==> config.mk <==
export PLATFORM = sky130hd
export DESIGN_NAME = ser_word_rx
export DESIGN_NICKNAME = d
export VERILOG_FILES = /design/src/rtl/ser_word_rx.sv
export SDC_FILE = /design/constraint.sdc
export NUM_CORES = 1
export LEC_CHECK = 0
export CAP_MARGIN = 40
export CORE_MARGIN = 4
export CORE_UTILIZATION = 50
export CTS_CLUSTER_DIAMETER = 150
export DETAILED_ROUTE_END_ITERATION = 10
export MAX_ROUTING_LAYER = met4
export PLACE_DENSITY = 0.73
export SYNTH_ARGS = -nofsm -noshare
export SYNTH_HDL_FRONTEND = slang
export SYNTH_SLANG_ARGS = --single-unit
==> constraint.sdc <==
create_clock -name clk -period 3 [get_ports clk]
set_input_delay 0.45 -clock clk [delete_from_list [all_inputs] [get_ports clk]]
set_output_delay 0.45 -clock clk [all_outputs]
set_load 0.05 [all_outputs]
==> src/rtl/ser_word_rx.sv <==
// Serial-to-parallel frame receiver: start bit, WIDTH data bits, stop bit, valid/ack handshake.
// Define SER_WORD_RX_PARITY_EN to add an even-parity bit between data and stop, reported on perr.
module ser_word_rx #(
   parameter int WIDTH     = 32,
   parameter int MSB_FIRST = 1
) (
   input  logic             clk,
   input  logic             r,
   input  logic             si,
   input  logic             ack,
   output logic [WIDTH-1:0] q,
   output logic             valid,
   output logic             ovr,
   output logic             ferr,
`ifdef SER_WORD_RX_PARITY_EN
   output logic             perr,
`endif
   output logic             busy
);
   localparam int CW = $clog2(WIDTH);
   localparam logic [CW-1:0] LAST = CW'(WIDTH - 1);

   typedef enum logic [1:0] {IDLE, DATA, PARITY, STOP} state_t;

`ifdef SER_WORD_RX_PARITY_EN
   localparam state_t AFTER_DATA = PARITY;
`else
   localparam state_t AFTER_DATA = STOP;
`endif

   state_t           state_q, state_d;
   logic [CW-1:0]    cnt_q, cnt_d;
   logic [WIDTH-1:0] sh_q, sh_d;
   logic [WIDTH-1:0] word_q, word_d;
   logic             valid_q, valid_d;
   logic             ovr_q, ovr_d;
   logic             ferr_q, ferr_d;
   logic             good_stop;
`ifdef SER_WORD_RX_PARITY_EN
   logic             par_q, par_d;
   logic             pbad_q, pbad_d;
   logic             perr_q, perr_d;
`endif

   always_ff @(posedge clk or posedge r) begin
      if (r) state_q <= IDLE;
      else   state_q <= state_d;
   end

   always_comb begin
      state_d = state_q;
      unique case (state_q)
         IDLE:    if (!si) state_d = DATA;
         DATA:    if (cnt_q == LAST) state_d = AFTER_DATA;
         PARITY:  state_d = STOP;
         STOP:    state_d = IDLE;
         default: state_d = IDLE;
      endcase
   end

   always_comb begin
      cnt_d   = cnt_q;
      sh_d    = sh_q;
      word_d  = word_q;
      valid_d = valid_q;
      ovr_d   = ovr_q;
      ferr_d  = 1'b0;
`ifdef SER_WORD_RX_PARITY_EN
      par_d     = par_q;
      pbad_d    = pbad_q;
      perr_d    = 1'b0;
      good_stop = (state_q == STOP) && si && !pbad_q;
`else
      good_stop = (state_q == STOP) && si;
`endif
      if (ack && valid_q) begin
         valid_d = 1'b0;
         ovr_d   = 1'b0;
      end
      case (state_q)
         IDLE: begin
            if (!si) begin
               cnt_d = '0;
`ifdef SER_WORD_RX_PARITY_EN
               par_d  = 1'b0;
               pbad_d = 1'b0;
`endif
            end
         end
         DATA: begin
            sh_d = (MSB_FIRST != 0) ? {sh_q[WIDTH-2:0], si} : {si, sh_q[WIDTH-1:1]};
            // Counter saturates at LAST; the state change ends the data phase.
            if (cnt_q != LAST) cnt_d = cnt_q + CW'(1);
`ifdef SER_WORD_RX_PARITY_EN
            par_d = par_q ^ si;
`endif
         end
`ifdef SER_WORD_RX_PARITY_EN
         PARITY: pbad_d = par_q ^ si;
`endif
         STOP: begin
            ferr_d = !si;
`ifdef SER_WORD_RX_PARITY_EN
            perr_d = pbad_q;
`endif
         end
         default: ;
      endcase
      // A good stop wins over a same-edge ack, so valid stays set for the new word.
      if (good_stop) begin
         word_d  = sh_q;
         valid_d = 1'b1;
         if (valid_q && !ack) ovr_d = 1'b1;
      end
   end

   always_ff @(posedge clk or posedge r) begin
      if (r) begin
         cnt_q   <= '0;
         sh_q    <= '0;
         word_q  <= '0;
         valid_q <= 1'b0;
         ovr_q   <= 1'b0;
         ferr_q  <= 1'b0;
`ifdef SER_WORD_RX_PARITY_EN
         par_q   <= 1'b0;
         pbad_q  <= 1'b0;
         perr_q  <= 1'b0;
`endif
      end else begin
         cnt_q   <= cnt_d;
         sh_q    <= sh_d;
         word_q  <= word_d;
         valid_q <= valid_d;
         ovr_q   <= ovr_d;
         ferr_q  <= ferr_d;
`ifdef SER_WORD_RX_PARITY_EN
         par_q   <= par_d;
         pbad_q  <= pbad_d;
         perr_q  <= perr_d;
`endif
      end
   end

   always_comb begin
      q     = word_q;
      valid = valid_q;
      ovr   = ovr_q;
      ferr  = ferr_q;
      busy  = (state_q != IDLE);
`ifdef SER_WORD_RX_PARITY_EN
      perr  = perr_q;
`endif
   end
endmodule

==> flow_summary.ini, run 1 <==
[run_status]
status = finished, final reports clean

[placement]
gp_congestion = 0.727
dp_hpwl_um = 3390
port_buffers = 39
place_area_mm2 = 0.00337

[synth]
synth_area_mm2 = 0.00291
avgSynthCellArea_um2 = 15.9
synth.yosys.seq_area_share = 0.637
synth_cell_types = 23
synth_nets = 192
netlist_instances = 183
synth_seq_cells = 74
yosys_warnings = 0

[die]
initial_core_util = 0.522
die_width_um = 84.3
io_pins = 40
core-area_mm2 = 0.00557
die_h_um = 84.3
row_count = 27
die-area_mm2 = 0.00710

[clocking]
cts_setup_buffers = 0
cts.path.max_buffers = 2
clk_pin_slew_ns = 0.08
cts-root-buf = clkbuf_8
clk_latency_ns = 0.34
cts_sinks = 74
cts_tree = yes
cts_resized = 0
cts_hold_buffers = 0
cts_inserted_buffers = 9
cts_max_level = 3

[setup_path]
path_class = flip-flop to primary output
crit_required_ns = 2.55
worstPathArrival_ns = 1.89
critPathCaptureType = primary output
start_kind = flip-flop
cp_max_fo = 4

[detailed_routing]
ant_nets = 0
routed_wl_um = 4950
drc = 0
drt-pass1-iter-count = 6
vias_per_cell = 5.28
via_count = 1617
routedWlPerCell_um = 16.2
detail_route.iter0.violations = 53

[sta]
worst_pin_slew_ns = 0.811
drv_slew = 0
finalHoldViolations = 0
fin_worst_skew_ns = 0.00655
fin_crit_sh = 0.780
relSlewSlack = 0.457
setup_viol = 0
fmax_mhz = 427
rsz0062_at_grt = false
post-route-min-period_ns = 2.34
fin_tns_setup_ns = 0

[finish]
layout-drive-gt1-share = 0.376
n_antenna_cell = 0
fin_area_mm2 = 0.00362
area_delta_synth_final_pct = 24.5
num-nets-final = 238
mostFrequentLayoutCells = dfrtp_1, mux2_2, clkdlybuf4s50_1, clkbuf_8
layout_commonest_cell = dfrtp_1

[grt]
grt_use_total = 0.162
grt_pass1_wl_um = 8720
antenna_found_initial = 0
overflow = 0
grt_max_degree = 47
grt_pass1_vias = 1802

[run]
max_cap_violations = 0

[worst_hold_path]
min_path_type = flip-flop to flip-flop
## critical path, stage by stage, from the launching register on
cell and delay [ns]:
dfrtp_1 0.38, inv_1 0.07, ha_1 0.24, inv_1 0.06
clkdlybuf4s50_1 0.80
## cells in the mapped netlist
cell type	n	area (µm²)
a211o_1	2	17.5
a21oi_1	2	10.0
a22oi_1	2	15.0
a31oi_1	1	6.26
and2b_2	1	8.76
and3_1	2	12.5
and4b_1	1	10.0
buf_2	4	20.0
buf_6	3	33.8
dfrtp_1	74	1850
ha_1	5	62.6
inv_1	6	22.5
mux2_2	65	732
mux2i_1	2	20.0
nand2_1	2	7.51
nand2_2	1	6.26
nand4b_1	1	8.76
nor2_1	1	3.75
nor2b_1	1	6.26
nor4b_1	1	8.76
o21ai_0	2	10.0
o21ai_2	1	8.76
o2bb2ai_1	3	26.3
## state kept, by name, summed over array words and instances (netlist names), named ones only
| name | cells |
|---|---|
| state_q | 2 |
| cnt_q | 5 |
| ferr | 1 |
| sh_q | 32 |
| q | 32 |
| valid | 1 |
## metrics by stage
stage               worst slack [ns]   util  cells  hold WS (ns)
floorplan                      0.668      -    183         0.477
global placement               0.920  0.605    290         0.477
detailed placement             0.826  0.605    290         0.494
CTS                            0.634  0.650    306         0.511
global route                   0.559  0.650    306         0.524
finish                         0.660  0.650    306         0.504
## layout make-up
class                           count  area [µm²]
Timing Repair Buffer               42         425
Clock buffer                       10         138
Inverter                            6        22.5
Clock inverter                      6         113
Fill cell                         423        1950
Multi-Input combinational cell     96         981
Sequential cell                    74        1850
Tap cell                           72        90.1
## path summary, 6_finish.rpt
check	startpoint	endpoint	slack (ns)	cells after the start
max	state_q[0]	busy	0.66	4
min	valid	flip-flop	0.50	1
min in group asynchronous	r	sh_q[18]	0.51	2
max in group asynchronous	r	q[10]	1.85	3
min reg2reg	valid	flip-flop	0.50	1
max reg2reg	cnt_q[0]	cnt_q[3]	1.07	6
## per-layer routing
layer / vias to the layer above / global-route usage / part of all wire
met5: - / - / 0
met4: 0 / 0.0965 / 0.027
met3: 10 / 0.0353 / 0.031
met2: 35 / 0.256 / 0.50
met1: 827 / 0.191 / 0.44
li1: 745 / - / -
## logic make-up (layout without fill, tap and decap cells)
logic type      count (synthesis)  in the layout  share of synthesized area
compound gates                 13             13                     0.0323
fa+ha+maj                       5              5                     0.0215
buf+inv                        13             64                     0.0262
flops                          74             74                      0.637
mux                            67             67                      0.258
simple gates                   11             11                     0.0249
Power of run 1 is left out: the tool's default activity adds up to more than one toggle a clock period on the data nets, which glitch-free logic cannot reach.
==> run 2: changes to the inputs <==
--- a/config.mk
+++ b/config.mk
@@ -7,7 +7,7 @@
 export LEC_CHECK = 0
 export CAP_MARGIN = 40
 export CORE_MARGIN = 4
-export CORE_UTILIZATION = 50
+export CORE_UTILIZATION = 48
 export CTS_CLUSTER_DIAMETER = 150
 export DETAILED_ROUTE_END_ITERATION = 10
 export MAX_ROUTING_LAYER = met4
==> constraint.sdc (replaced) <==
create_clock -name clk -period 2.15 [get_ports clk]
set_input_delay 0.3225 -clock clk [delete_from_list [all_inputs] [get_ports clk]]
set_output_delay 0.3225 -clock clk [all_outputs]
set_load 0.05 [all_outputs]
==> run 2 against run 1 <==
  * Core utilization is 3.0 points lower
  * Die area is 3.8% higher
  * Clock-buffer cell count is 2 higher
  * Non-clock buffer count is 3 higher
  * Setup slack worse by 0.37 ns
  * Critical path type unchanged
  * Via count is 2.2% lower
  * Hold slack worse by 0.072 ns
  * Cell area is 0.76% higher
==> flow_summary.ini, run 2 (synthesis results as in run 1) <==
[sta]
fmax_mhz = 537
rsz0062_at_grt = false
fin_tns_setup_ns = 0
setup_viol = 0
fin_worst_skew_ns = 0.00562
worst_pin_slew_ns = 0.573
drv_slew = 0
relSlewSlack = 0.614
fin_crit_sh = 0.867
post-route-min-period_ns = 1.86
finalHoldViolations = 0

[finish]
layout-drive-gt1-share = 0.388
n_antenna_cell = 0
mostFrequentLayoutCells = dfrtp_1, mux2_2, clkdlybuf4s50_1, clkbuf_8
area_delta_synth_final_pct = 25.4
num-nets-final = 241
layout_commonest_cell = dfrtp_1

[clocking]
clk_latency_ns = 0.34
cts_hold_buffers = 0
cts.path.max_buffers = 2
cts_tree = yes
cts-root-buf = clkbuf_8
cts_sinks = 74
clk_pin_slew_ns = 0.07
cts_max_level = 3
cts_setup_buffers = 0
cts_inserted_buffers = 9
cts_resized = 0

[setup_path]
ff2ff_path_depth = 6
critPathCaptureType = primary output
r2r-start = cnt_q[0]
slowest_delay_ns = 0.82
timing.critical_path.max_delay_family = buffers and inverters
cp_max_fo = 4
crit_required_ns = 1.83
cp_num_buf_inv = 1
r2r_slack_ns = 0.33
cp.depth = 1
cp-startpoint = valid
worstPathArrival_ns = 1.54
path_class = flip-flop to primary output
start_kind = flip-flop
path_cells = clkdlybuf4s50_1
r2r-end = cnt_q[3]
critPathSlowestCell = clkdlybuf4s50_1

[detailed_routing]
detail_route.iter0.violations = 69
ant_nets = 0
routed_wl_um = 4550
drt-pass1-iter-count = 4
vias_per_cell = 5.07
routedWlPerCell_um = 14.6
drc = 0
via_count = 1581

[die]
die_width_um = 85.9
die-area_mm2 = 0.00737
initial_core_util = 0.494
die_h_um = 85.9
row_count = 28
io_pins = 40
core-area_mm2 = 0.00589

[placement]
dp_hpwl_um = 2970
port_buffers = 39
gp_congestion = 0.681

[worst_hold_path]
min_path_type = primary input to asynchronous set/reset pin

[grt]
grt_pass1_vias = 1672
overflow = 0
grt_use_total = 0.147
grt_pass1_wl_um = 8050
grt_max_degree = 75
antenna_found_initial = 0

[run_status]
status = finished, final reports clean

[run]
max_cap_violations = 0
-- run 2: area by class of cell --
type / instances / area, µm²
Clock buffer: 12 / 165
Clock inverter: 4 / 72.6
Fill cell: 439 / 2240
Inverter: 6 / 26.3
Multi-Input combinational cell: 96 / 981
Sequential cell: 74 / 1850
Tap cell: 75 / 93.8
Timing Repair Buffer: 45 / 458
-- run 2: stage by stage --
step                instances  area [µm²]  worst slack [ns]  hold slack, ns  utilization
floorplan                 183        2910             0.438           0.413            -
global route              312        3650             0.232           0.446        0.620
detailed placement        296        3410             0.353           0.484        0.580
CTS                       312        3650             0.266           0.432        0.620
global placement          296        3410             0.386           0.483        0.580
finish                    312        3650             0.286           0.432        0.620
-- run 2: worst max path at each step --
stage,end,slack (ns)
CTS,valid,0.27
floorplan,cnt_q[3],0.44
detailed placement,cnt_q[3],0.35
global placement,cnt_q[3],0.39
finish,valid,0.29
global route,valid,0.23
-- run 2: routing by layer --
| metal | share of wire | wire, µm | GRT usage | vias up |
|---|---|---|---|---|
| met5 | 0 | 0 | - | - |
| met4 | 0.027 | 121 | 0.0820 | 0 |
| met3 | 0.035 | 160 | 0.0384 | 13 |
| met2 | 0.44 | 2020 | 0.204 | 32 |
| met1 | 0.50 | 2260 | 0.197 | 790 |
| li1 | - | - | - | 746 |
Power of run 2 is left out for the same reason.
==> run 3: changes to the inputs <==
--- a/config.mk
+++ b/config.mk
@@ -6,6 +6,7 @@
 export NUM_CORES = 1
 export LEC_CHECK = 0
 export CAP_MARGIN = 40
+export CORE_ASPECT_RATIO = 0.7
 export CORE_MARGIN = 4
 export CORE_UTILIZATION = 48
 export CTS_CLUSTER_DIAMETER = 150
==> run 3 against run 2 <==
  * Clock-buffer cell count increased by 2
  * Critical path depth unchanged
  * Hold slack lost 0.059 ns
  * Die area rose by 0.27%
  * Setup slack better by 0.0012 ns
  * Sequential share of layout area grew 0.85 points
  * Wire length increased by 5.8%
  * Global-route usage rose by 0.61 points
  * Maximum frequency barely moved
  * Core utilization hardly changed
  * Critical path type unchanged
==> flow_summary.ini, run 3 (synthesis results as in run 1) <==
[finish]
fill_cells = 448
layout-drive-gt1-share = 0.371
num-nets-final = 241
n_antenna_cell = 0
layout_commonest_cell = dfrtp_1
area_delta_synth_final_pct = 23.4
mostFrequentLayoutCells = dfrtp_1, mux2_2, clkdlybuf4s50_1, clkbuf_8

[clocking]
cts_tree = yes
clk_pin_slew_ns = 0.07
cts_inserted_buffers = 9
clk_latency_ns = 0.34
cts_resized = 0
cts_max_level = 3
cts_sinks = 74
cts_hold_buffers = 0
cts_setup_buffers = 0
cts.path.max_buffers = 2
cts-root-buf = clkbuf_8

[detailed_routing]
via_count = 1604
ant_nets = 0
routed_wl_um = 4820
routedWlPerCell_um = 15.4
vias_per_cell = 5.14
drt-pass1-iter-count = 4
drc = 0
detail_route.iter0.violations = 56

[sta]
fin_worst_skew_ns = 0.00654
drv_slew = 0
post-route-min-period_ns = 1.86
worst_pin_slew_ns = 0.531
fmax_mhz = 537
rsz0062_at_grt = false
finalHoldViolations = 0
relSlewSlack = 0.642
setup_viol = 0
fin_crit_sh = 0.866
fin_tns_setup_ns = 0

[grt]
grt_use_total = 0.153
grt_pass1_wl_um = 8310
overflow = 0
grt_max_degree = 29
antenna_found_initial = 0
grt_pass1_vias = 1689

[setup_path]
worstPathArrival_ns = 1.54
path_cells = clkdlybuf4s50_1
slowest_delay_ns = 0.82
timing.critical_path.max_delay_family = buffers and inverters
start_kind = flip-flop
critPathCaptureType = primary output
ff2ff_path_depth = 6
cp_num_buf_inv = 1
cp.depth = 1
critPathSlowestCell = clkdlybuf4s50_1
path_class = flip-flop to primary output
crit_required_ns = 1.83
cp_max_fo = 4

[die]
die_width_um = 101
die_h_um = 73.1
row_count = 23
die-area_mm2 = 0.00739
io_pins = 40
initial_core_util = 0.503
core-area_mm2 = 0.00578

[placement]
gp_congestion = 0.855
port_buffers = 39
dp_hpwl_um = 3300

[run]
max_cap_violations = 0

[run_status]
status = finished, final reports clean

[worst_hold_path]
min_path_type = primary input to asynchronous set/reset pin
## run 3: cell types whose count changed in the layout (fill, tap and decap cells not counted)
cell       delta
clkbuf_1      +4
buf_12        +1
bufinv_16     -2
clkbuf_8      -2
buf_4         -1
## run 3: final cells by class
type,instances,area [µm²],area share
flip-flops and latches,74,1850,0.516
multi-input cells,96,981,0.273
inverters,6,26.3,0.00732
clock inverters,2,12.5,0.00349
clock buffers,14,153,0.0425
repair buffers,45,470,0.131
well taps,75,93.8,0.0262
## run 3: path summary, 6_finish.rpt
kind	startpoint	to	slack, ns
min reg2reg	valid	flip-flop	0.50
max reg2reg	cnt_q[0]	cnt_q[3]	0.30
max in group asynchronous	r	cnt_q[2]	1.28
min in group clk	valid	flip-flop	0.50
min	r	q[12]	0.37
max	valid	valid	0.29
## run 3: routing by layer
layer / vias up / wire length (µm) / global-route usage
li1: 759 / - / -
met1: 802 / 2440 / 0.207
met2: 37 / 2090 / 0.207
met3: 6 / 245 / 0.0640
met4: 0 / 40 / 0.0575
met5: - / 0 / -
## run 3: through the flow
| stage | utilization | hold slack [ns] | setup WS [ns] | instance area (µm²) | instances |
|---|---|---|---|---|---|
| 2_1_floorplan | - | 0.413 | 0.438 | 2910 | 183 |
| 3_3_place_gp | 0.592 | 0.485 | 0.376 | 3420 | 296 |
| 5_1_grt | 0.620 | 0.385 | 0.187 | 3590 | 312 |
| 6_report | 0.620 | 0.373 | 0.287 | 3590 | 312 |
| 4_1_cts | 0.620 | 0.377 | 0.261 | 3590 | 312 |
| 3_5_place_dp | 0.592 | 0.493 | 0.299 | 3420 | 296 |
Power of run 3 is left out for the same reason.
